$ cat src/rtl/bcd_scan_counter.sv
// rtl/bcd_scan_counter.sv - four-digit BCD up/down counter with display scanner
module bcd_scan_counter #(
    parameter int CNT_DIV  = 50_000_000,
    parameter int SCAN_DIV = 50_000
) (
    input  logic        clk,
    input  logic        rst_n,
    input  logic        en,
    input  logic        up,
    input  logic        clr,
    input  logic        load,
    input  logic [15:0] load_val,
    output logic [15:0] digits,
    output logic [3:0]  bcd_out,
    output logic [3:0]  an_n,
    output logic        carry
);

    localparam int CW = $clog2(CNT_DIV);
    localparam int SW = $clog2(SCAN_DIV);

    logic [CW-1:0] pre;
    logic [SW-1:0] scnt;
    logic [1:0]    idx;
    logic [1:0]    idx_nxt;
    logic          pre_tc;
    logic          scan_tc;
    logic          step;
    logic          ripple;
    logic [15:0]   stepped;
    logic [15:0]   loaded;

    assign pre_tc  = (pre == CW'(CNT_DIV - 1));
    assign scan_tc = (scnt == SW'(SCAN_DIV - 1));
    assign step    = en && pre_tc && !clr && !load;
    assign idx_nxt = scan_tc ? idx + 2'd1 : idx;

    // Digit-wise ripple; ripple left set after the thousands digit means a wrap.
    always_comb begin
        stepped = digits;
        ripple  = 1'b1;
        for (int i = 0; i < 4; i++) begin
            if (ripple) begin
                if (up) begin
                    if (digits[4*i +: 4] == 4'd9) begin
                        stepped[4*i +: 4] = 4'd0;
                    end else begin
                        stepped[4*i +: 4] = digits[4*i +: 4] + 4'd1;
                        ripple            = 1'b0;
                    end
                end else begin
                    if (digits[4*i +: 4] == 4'd0) begin
                        stepped[4*i +: 4] = 4'd9;
                    end else begin
                        stepped[4*i +: 4] = digits[4*i +: 4] - 4'd1;
                        ripple            = 1'b0;
                    end
                end
            end
        end
    end

    always_comb begin
        loaded = '0;
        for (int i = 0; i < 4; i++) begin
            loaded[4*i +: 4] = (load_val[4*i +: 4] > 4'd9) ? 4'd0 : load_val[4*i +: 4];
        end
    end

    always_ff @(posedge clk or negedge rst_n) begin
        if (!rst_n) begin
            pre    <= '0;
            digits <= '0;
            carry  <= 1'b0;
        end else begin
            carry <= 1'b0;
            if (clr) begin
                pre    <= '0;
                digits <= '0;
            end else if (load) begin
                pre    <= '0;
                digits <= loaded;
            end else if (en) begin
                if (pre_tc) begin
                    pre    <= '0;
                    digits <= stepped;
                    carry  <= ripple;
                end else begin
                    pre <= pre + 1'b1;
                end
            end
        end
    end

    // Select and value are loaded on the same edge from the same index.
    always_ff @(posedge clk or negedge rst_n) begin
        if (!rst_n) begin
            scnt    <= '0;
            idx     <= 2'd0;
            an_n    <= 4'b1110;
            bcd_out <= 4'h0;
        end else begin
            scnt    <= scan_tc ? '0 : scnt + 1'b1;
            idx     <= idx_nxt;
            an_n    <= ~(4'b0001 << idx_nxt);
            bcd_out <= digits[4*idx_nxt +: 4];
        end
    end

    logic unused_step;
    assign unused_step = step;

endmodule

$ cat config.mk
export PLATFORM = sky130hd
export DESIGN_NAME = bcd_scan_counter
export DESIGN_NICKNAME = d
export VERILOG_FILES = /design/src/rtl/bcd_scan_counter.sv
export SDC_FILE = /design/constraint.sdc
export NUM_CORES = 1
export LEC_CHECK = 0
export BUFFER_PORTS_ARGS = -buffer_cell sky130_fd_sc_hd__buf_2
export CORE_MARGIN = 4
export CORE_UTILIZATION = 60
export DETAILED_ROUTE_END_ITERATION = 6
export PLACE_DENSITY = 0.81
export SLEW_MARGIN = 20
export SYNTH_ARGS = -nofsm -noshare
export SYNTH_HDL_FRONTEND = slang
export SYNTH_SLANG_ARGS = --single-unit
$ cat constraint.sdc
create_clock -name clk -period 5.7 [get_ports clk]
set_input_delay 0 -clock clk [delete_from_list [all_inputs] [get_ports clk]]
set_output_delay 0 -clock clk [all_outputs]
set_load 0.1 [all_outputs]
# --- Word level (Yosys, flattened, before mapping) ---
# Index checks and enable logic that the tools add are counted.
op_classes:
  eq_ne: 6
  n_shift: 2
  n_mux: 48
  magnitude_cmp: 4
  bitwise_logic: 1
  n_addsub: 11
  reduce_logical: 13
ops:
  columns: ["op", "count"]
  rows:
  - ["two-way mux 26 bit", 4]
  - ["two-way mux 16 bit", 5]
  - ["two-way mux 4 bit", 19]
  - ["adder 26 x 1 -> 26 bit, second input constant", 1]
  - ["== test 26 bit, second input constant", 1]
  - ["two-way mux 1 bit", 19]
  - ["adder 16 x 1 -> 16 bit, second input constant", 1]
  - ["adder 4 x 1 -> 4 bit, second input constant", 4]
  - ["== test 16 bit, second input constant", 1]
  - ["== test 4 bit, second input constant", 4]
  - ["greater-than comparator 4 bit, second input constant", 4]
  - ["zero test 4 bit", 4]
  - ["indexed part select 16 x 5 -> 4 bit", 1]
  - ["subtractor 4 x 1 -> 4 bit, second input constant", 4]
  - ["nonzero test 3 bit", 5]
  - ["AND reduction 3 bit", 3]
  - ["NOT 4 bit", 1]
  - ["<< shifter 1 x 2 -> 4 bit, first input constant", 1]
  - ["adder 2 x 1 -> 2 bit, second input constant", 1]
  - ["two-way mux 2 bit", 1]
  - ["AND reduction 2 bit", 1]
word_totals:
  out_inout_bits: 25
  input_bits: 22
  reg_bits: 69

# --- Depth between registers and ports, before layout ---
# Gate-level depths: netlist (run 1).
depth:
  ltp_word: 10
  depth_mapped: 7
  depth_no_buf: 7

# --- Worst setup path after synthesis (run 1) ---
# No wires, ideal clock.
synth_timing:
  path_kind: "register to register"
  startpoint: "register digits[0]"
  endpoint: "register digits[8]"
  synth_period_minus_slack_ps: 2824
  arrival_time_ps: 2695
  setup_slack_ps: 2876
  path_stages_with_launch: 8
  cell_sequence: "dfrtp_1 > inv_1 > ha_1 > or4b_2 > a22oi_1 > nand2_1 > o21a_1 > mux2_1"
synth_between:
  elab_chain_len: 6
  word_cells_on_any_way: 8
synth_rtl:
  columns: ["element", "line_no", "source"]
  rows:
  - ["start, declared", "13", "output logic [15:0] digits,"]
  - ["start signal, assigned", "82", "digits <= loaded;"]
  - ["start signal, assigned", "86", "digits <= stepped;"]
  - ["== test 4 bit or zero test 4 bit (tied branches)", "45, 52", null]
  - ["two-way mux 1 bit, on equally long branches", "45, 52", null]
  - ["two-way mux 1 bit (*)", "44", "if (up) begin"]
  - ["two-way mux 1 bit (*)", "43", "if (ripple) begin"]
  - ["nonzero test 3 bit (no source line) (*)", null, null]
  - ["AND reduction 3 bit (no source line) (*)", null, null]
# Every way passes the cells marked *; elsewhere a longest branch is shown, timed or not.
# A chain may end at the register's enable or synchronous reset.

# --- Worst setup path in the final report (run 1) ---
layout_timing:
  startpoint: "register digits[0]"
  endpoint: "register digits[12]"
layout_between:
  elab_chain_len: 7
  word_cells_on_any_way: 9
layout_rtl:
  columns: ["element", "line_no"]
  rows:
  - ["== test 4 bit or zero test 4 bit (tied branches)", "45, 52"]
  - ["two-way mux 1 bit, on equally long branches", "45, 52"]
  - ["two-way mux 1 bit (*)", "44"]
  - ["two-way mux 1 bit (*) (2 in a row)", "43"]
  - ["nonzero test 3 bit (no source line) (*)", null]
  - ["AND reduction 3 bit (no source line) (*)", null]
# Marked as above.

==> flow_metrics.py, run 1 <==
metrics = {
    "clocking": {
        "insertion_delay_ns": 0.36,
        "htree_levels": 3,
        "clockBufferDepth": 2,
        "cts_tree": "done",
        "clock-sinks": 69,
        "path_clk_slew_ns": 0.08,
        "cts_buffers": 9,
        "post_cts_resized": 0,
        "root_buffer": "clkbuf_8",
    },
    "floorplan": {
        "ioPinCount": 47,
        "die_h_um": 95.3,
        "die_w_um": 95.3,
        "initial_core_util_pct": 62.3,
        "core_mm2": 0.00733,
        "die_area_mm2": 0.00908,
        "num_rows": 31,
    },
    "detailed_routing": {
        "wl_per_cell_um": 16.9,
        "vias_per_cell": 6.32,
        "num_vias": 4242,
        "drt-pass1-iter-count": 5,
        "drc": 0,
        "antenna_left": 0,
        "routed_wl_um": 11400,
        "drtIter0Drc": 306,
    },
    "synth": {
        "synth_most_common_cell": "dfrtp_1",
        "yosys.area.top_type": "dfrtp_1",
        "synth-async-reset-ratio_pct": 100,
        "synth_edf_count": 0,
        "yosysSeqAreaShare_pct": 37.9,
        "yosysWarningCount": 0,
        "synth_nets": 563,
        "yosys-top-cells-count": "dfrtp_1, nor2_1, nand2_1",
        "synth_top_area_share_pct": 36.1,
        "ys.flop_type": "dfrtp_1",
        "syn_inst": 527,
        "yosysUniqueCellTypes": 62,
        "synth_area_mm2": 0.00457,
        "ys_seq_elements": 69,
        "postSynthAreaPerCell_um2": 8.67,
        "yosys-top-cells-area": "dfrtp_1, nand3_1, ha_1",
    },
    "critical_path": {
        "crit_fanout": 10,
        "startpoint_type": "register",
        "crit_path_max_incr_delay_ns": 0.61,
        "cp_data_arrival_time_ns": 2.87,
        "cp_top_family": "simple AND/OR/NAND/NOR gates",
        "cp-end-kind": "register",
        "slowest_stage": "or4b_2",
        "path_class": "reg -> reg",
        "critPathBufInv": 1,
        "critPathRequiredTime_ns": 5.93,
        "crit_chain": "inv_1 -> ha_1 -> or4b_2 -> a22oi_1 -> nand4_1 -> mux2i_1 -> o21ai_0",
    },
    "global_routing": {
        "antenna_found_initial": 0,
        "overflow": 0,
        "grt_max_degree": 70,
        "grt_pass1_vias": 4071,
        "grt_pass1_wl_um": 19200,
        "globalRouteTotalUtil_pct": 26.8,
    },
    "pwr": {
        "p_clk_share_pct": 38.4,
        "comb_power_share_pct": 19.1,
        "power-per-cell-area_mw_per_mm2": 242,
        "vdd_ir_drop_max_v": 0.000141,
        "leakage_nw": 2.21,
        "power.share.switching_pct": 32.4,
        "intPower_mw": 0.840,
        "seqPwrFrac_pct": 42.5,
        "p_switching_mw": 0.402,
    },
    "sta": {
        "worst_pin_slew_ns": 0.984,
        "hold_viol": 0,
        "min_period_ns": 2.64,
        "hold_ws_ns": 0.0131,
        "slew_viol_final": 0,
        "post-route-period-util_pct": 46.3,
        "setup_violations": 0,
        "rsz0062_at_grt": "no",
        "fin_tns_setup_ns": 0,
        "slew_headroom_pct": 33.8,
        "clock_skew_ns": 0.0101,
        "fmax_ghz": 0.379,
    },
    "finish": {
        "num_antenna_cells": 0,
        "drive_gt1_share_pct": 15.0,
        "syn2layout_area_growth_pct": 12.4,
        "final_net_count": 603,
    },
    "hold_path": {
        "hp-class": "in -> reg",
    },
    "flow_run": {
        "cap_violations": 0,
    },
    "place": {
        "gp_congestion": 0.942,
        "dp_hpwl_um": 7810,
        "io_buffers": 46,
    },
    "outcome": {
        "status": "finished, final reports clean",
    },
}
-- through the flow --
| stage | cell area, µm² | setup WS [ns] | instances | util (%) | total power, mW |
|---|---|---|---|---|---|
| 4_1_cts | 5130 | 3.11 | 671 | 70.0 | 1.24 |
| 3_3_place_gp | 4830 | 3.19 | 648 | 65.8 | 0.765 |
| 2_1_floorplan | 4570 | 2.88 | 527 | - | 0.710 |
| 3_5_place_dp | 4830 | 3.11 | 648 | 65.8 | 0.768 |
| 6_report | 5140 | 3.06 | 671 | 70.1 | 1.24 |
| 5_1_grt | 5140 | 2.86 | 671 | 70.1 | 1.29 |
-- final cells by class --
class / instances / area [µm²]
multi-input cells: 413 / 2660
fillers: 586 / 2190
flip-flops and latches: 69 / 1730
repair buffers: 55 / 315
clock buffers: 12 / 155
well taps: 99 / 124
clock inverters: 4 / 77.6
inverters: 19 / 71.3
-- cells by family (layout without fill, tap and decap cells) --
group / Yosys count / count (layout) / share of synthesized area, %
XOR/XNOR: 31 / 31 / 5.94
multiplexers: 13 / 13 / 3.04
adder cells (fa/ha/maj): 14 / 14 / 3.83
AO/OA/AOI/OAI: 131 / 131 / 18.8
buffers and inverters: 45 / 90 / 4.02
AND/OR/NAND/NOR: 224 / 224 / 26.5
flip-flops: 69 / 69 / 37.9
-- worst register-to-register path, stage by stage, from the launching register on --
cell,delay [ns]
dfrtp_1,0.49
inv_1,0.14
ha_1,0.21
or4b_2,0.61
a22oi_1,0.39
nand4_1,0.34
mux2i_1,0.26
o21ai_0,0.09
-- what timing repair did --
item | CTS | global route
hold endpoints to repair | 71 | 0
endpoints found under the setup margin | 0 | 0
setup buffers | 0 | 0
hold buffers | 7 | 0
-- registers in the layout (all words and copies together) (netlist names) --
name     cells
bcd_out      4
an_n         4
pre         26
scnt        16
idx          2
carry        1
digits      16
-- worst paths after layout --
kind	start	endpoint	slack, ns	cells after the start
hold / removal	load_val[15]	digits[14]	0.01	4
setup reg to reg	digits[0]	digits[12]	3.06	7
hold reg to reg	scnt[0]	scnt[0]	0.46	1
min in group asynchronous	rst_n	digits[5]	0.35	3
setup / recovery	digits[0]	digits[12]	3.06	7
max in group asynchronous	rst_n	bcd_out[0]	4.73	3
-- placed cells by master (no fill, tap or decap), types with 10 or more instances in the layout --
master / count
dfrtp_1: 66
nor2_1: 46
buf_2: 46
nand2_1: 45
nand3_1: 37
a21oi_1: 30
o21ai_0: 30
inv_1: 19
xor2_1: 17
nand4_1: 15
xnor2_1: 14
and3_1: 14
ha_1: 14
a31oi_1: 11
clkbuf_8: 11
nor3_1: 10
-- power groups by stage --
stage / clock (mW) / combinational (mW) / sequential (mW)
final: 0.477 / 0.238 / 0.528
after global routing: 0.504 / 0.255 / 0.531
after floorplan: 0 / 0.103 / 0.607
after detailed placement: 0 / 0.232 / 0.536
after global placement: 0 / 0.230 / 0.535
after CTS: 0.481 / 0.237 / 0.527
-- layer usage --
layer  vias up  wire [µm]  track usage [%]
met5         -          0                0
met4         0        208             10.9
li1       2021          -                -
met1      2034       4940             36.4
met3        22        750             5.37
met2       165       5470             41.9
(Power assumes the default switching activity.)
==> run 2, diff against run 1 <==
--- a/config.mk
+++ b/config.mk
@@ -7,9 +7,9 @@
 export LEC_CHECK = 0
 export BUFFER_PORTS_ARGS = -buffer_cell sky130_fd_sc_hd__buf_2
 export CORE_MARGIN = 4
-export CORE_UTILIZATION = 60
+export CORE_UTILIZATION = 54
 export DETAILED_ROUTE_END_ITERATION = 6
-export PLACE_DENSITY = 0.81
+export PLACE_DENSITY = 0.77
 export SLEW_MARGIN = 20
 export SYNTH_ARGS = -nofsm -noshare
 export SYNTH_HDL_FRONTEND = slang
==> constraint.sdc (replaced) <==
create_clock -name clk -period 2.19 [get_ports clk]
set_input_delay 0 -clock clk [delete_from_list [all_inputs] [get_ports clk]]
set_output_delay 0 -clock clk [all_outputs]
set_load 0.1 [all_outputs]
==> flow_metrics.py, run 2 (synthesis results as in run 1) <==
metrics = {
    "outcome": {
        "status": "finished, final reports clean",
    },
    "critical_path": {
        "critPathBufInv": 1,
        "startpoint_type": "register",
        "crit_fanout": 4,
        "critPathRequiredTime_ns": 2.41,
        "slowest_stage": "dfrtp_4",
        "cp_data_arrival_time_ns": 2.40,
        "crit_chain": "inv_4 -> ha_4 -> or4b_4 -> a22oi_2 -> nand2_1 -> o21a_1 -> mux2_4",
        "path_class": "reg -> reg",
        "cp-end-kind": "register",
        "cp_top_family": "simple AND/OR/NAND/NOR gates",
        "crit_path_max_incr_delay_ns": 0.50,
    },
    "clocking": {
        "htree_levels": 3,
        "path_clk_slew_ns": 0.09,
        "cts_tree": "done",
        "insertion_delay_ns": 0.35,
        "root_buffer": "clkbuf_8",
        "cts_buffers": 9,
        "clockBufferDepth": 2,
        "clock-sinks": 69,
    },
    "global_routing": {
        "antenna_found_initial": 0,
        "grt_pass1_vias": 4268,
        "grt_max_degree": 42,
        "overflow": 0,
        "globalRouteTotalUtil_pct": 25.3,
        "grt_pass1_wl_um": 20500,
    },
    "sta": {
        "post-route-period-util_pct": 99.6,
        "slew_viol_final": 0,
        "hold_viol": 0,
        "slew_headroom_pct": 37.1,
        "hold_ws_ns": 0.0189,
        "setup_violations": 0,
        "clock_skew_ns": 0.0137,
        "min_period_ns": 2.18,
        "fmax_ghz": 0.458,
        "rsz0062_at_grt": "yes",
        "worst_pin_slew_ns": 0.944,
    },
    "place": {
        "gp_congestion": 0.909,
        "place_area_mm2": 0.00516,
        "dp_hpwl_um": 8810,
        "io_buffers": 46,
    },
    "floorplan": {
        "num_rows": 33,
        "ioPinCount": 47,
        "die_area_mm2": 0.0100,
        "die_h_um": 100,
        "die_w_um": 100,
        "initial_core_util_pct": 55.6,
        "core_mm2": 0.00822,
    },
    "detailed_routing": {
        "vias_per_cell": 6.27,
        "antenna_left": 0,
        "drt-pass1-iter-count": 5,
        "routed_wl_um": 12500,
        "drtIter0Drc": 404,
        "num_vias": 4503,
        "drc": 0,
        "wl_per_cell_um": 17.4,
    },
    "finish": {
        "top_regs": "pre: 26 flops, digits: 16 flops, scnt: 16 flops",
        "post-route-cell-area_mm2": 0.00555,
        "layout_commonest_cell": "dfrtp_1",
        "num_antenna_cells": 0,
        "final_net_count": 644,
        "top_register": "pre",
        "syn2layout_area_growth_pct": 21.5,
        "nFillCells": 674,
        "layout_common_cells": "dfrtp_1, buf_2, nand2_1, nor2_1, buf_4",
        "seq_area_mm2": 0.00176,
        "drive_gt1_share_pct": 25.4,
        "multi_input_area_mm2": 0.00274,
        "largest_reg_flops": 26,
    },
    "flow_run": {
        "cap_violations": 0,
    },
    "pwr": {
        "power-per-cell-area_mw_per_mm2": 584,
        "leakage_nw": 2.42,
        "vdd_ir_drop_max_v": 0.000338,
    },
    "hold_path": {
        "hp-class": "in -> reg",
    },
}
run 2: per-layer routing:
metal / track usage (%) / routed length [µm] / up-vias
li1: - / - / 2113
met5: 0 / 0 / -
met1: 34.3 / 5280 / 2180
met2: 42.0 / 6200 / 184
met3: 4.10 / 793 / 26
met4: 7.36 / 208 / 0
run 2: cell type report:
cell class	instances	share of cell area, %
inverter	19	1.42
clock buffer	10	2.30
multi-input combinational	413	49.3
timing repair buffer	96	11.3
sequential	69	31.7
tap	105	2.37
clock inverter	6	1.58
run 2: report_power, final:
| part | switching [mW] | leakage [nW] | internal (mW) | total (mW) |
|---|---|---|---|---|
| combinational | 0.513 | 1.40 | 0.229 | 0.741 |
| clock | 0.509 | 0.110 | 0.642 | 1.15 |
| sequential | 0.0406 | 0.905 | 1.31 | 1.35 |
run 2: what timing repair did:
action / 4_1_cts / 5_1_grt
pin swaps: 2 / 6
gates resized for setup: 0 / 13
setup buffers: 1 / 6
hold buffers: 7 / 0
endpoints found under the hold margin: 40 / 0
setup endpoints to repair: 6 / 18
run 2: final timing paths:
| kind | start | endpoint | slack [ns] | cells after the start |
|---|---|---|---|---|
| max | digits[4] | digits[8] | 0.009 | 7 |
| min | load_val[15] | digits[14] | 0.02 | 4 |
| max reg2reg | digits[4] | digits[8] | 0.009 | 7 |
| min reg2reg | scnt[0] | scnt[0] | 0.47 | 1 |
| max in group asynchronous | rst_n | pre[11] | 1.07 | 3 |
| min in group asynchronous | rst_n | digits[3] | 0.34 | 2 |
run 2: through the flow:
step	instances	total power [mW]	utilization (%)	setup TNS [ns]	worst slack [ns]
2_1_floorplan	527	1.87	-	-0.267	-0.105
3_3_place_gp	688	2.06	62.8	0	0.0551
3_5_place_dp	688	2.08	62.8	-0.0936	-0.0546
4_1_cts	712	3.23	66.3	0	0.00517
5_1_grt	718	3.37	67.6	-0.214	-0.0717
6_report	718	3.24	67.6	0	0.00894
run 2: worst reg2reg max path, cell delays in order (launching register included):
cell	delay, ns
dfrtp_4	0.50
inv_4	0.07
ha_4	0.13
or4b_4	0.47
a22oi_2	0.28
nand2_1	0.09
o21a_1	0.22
mux2_4	0.30
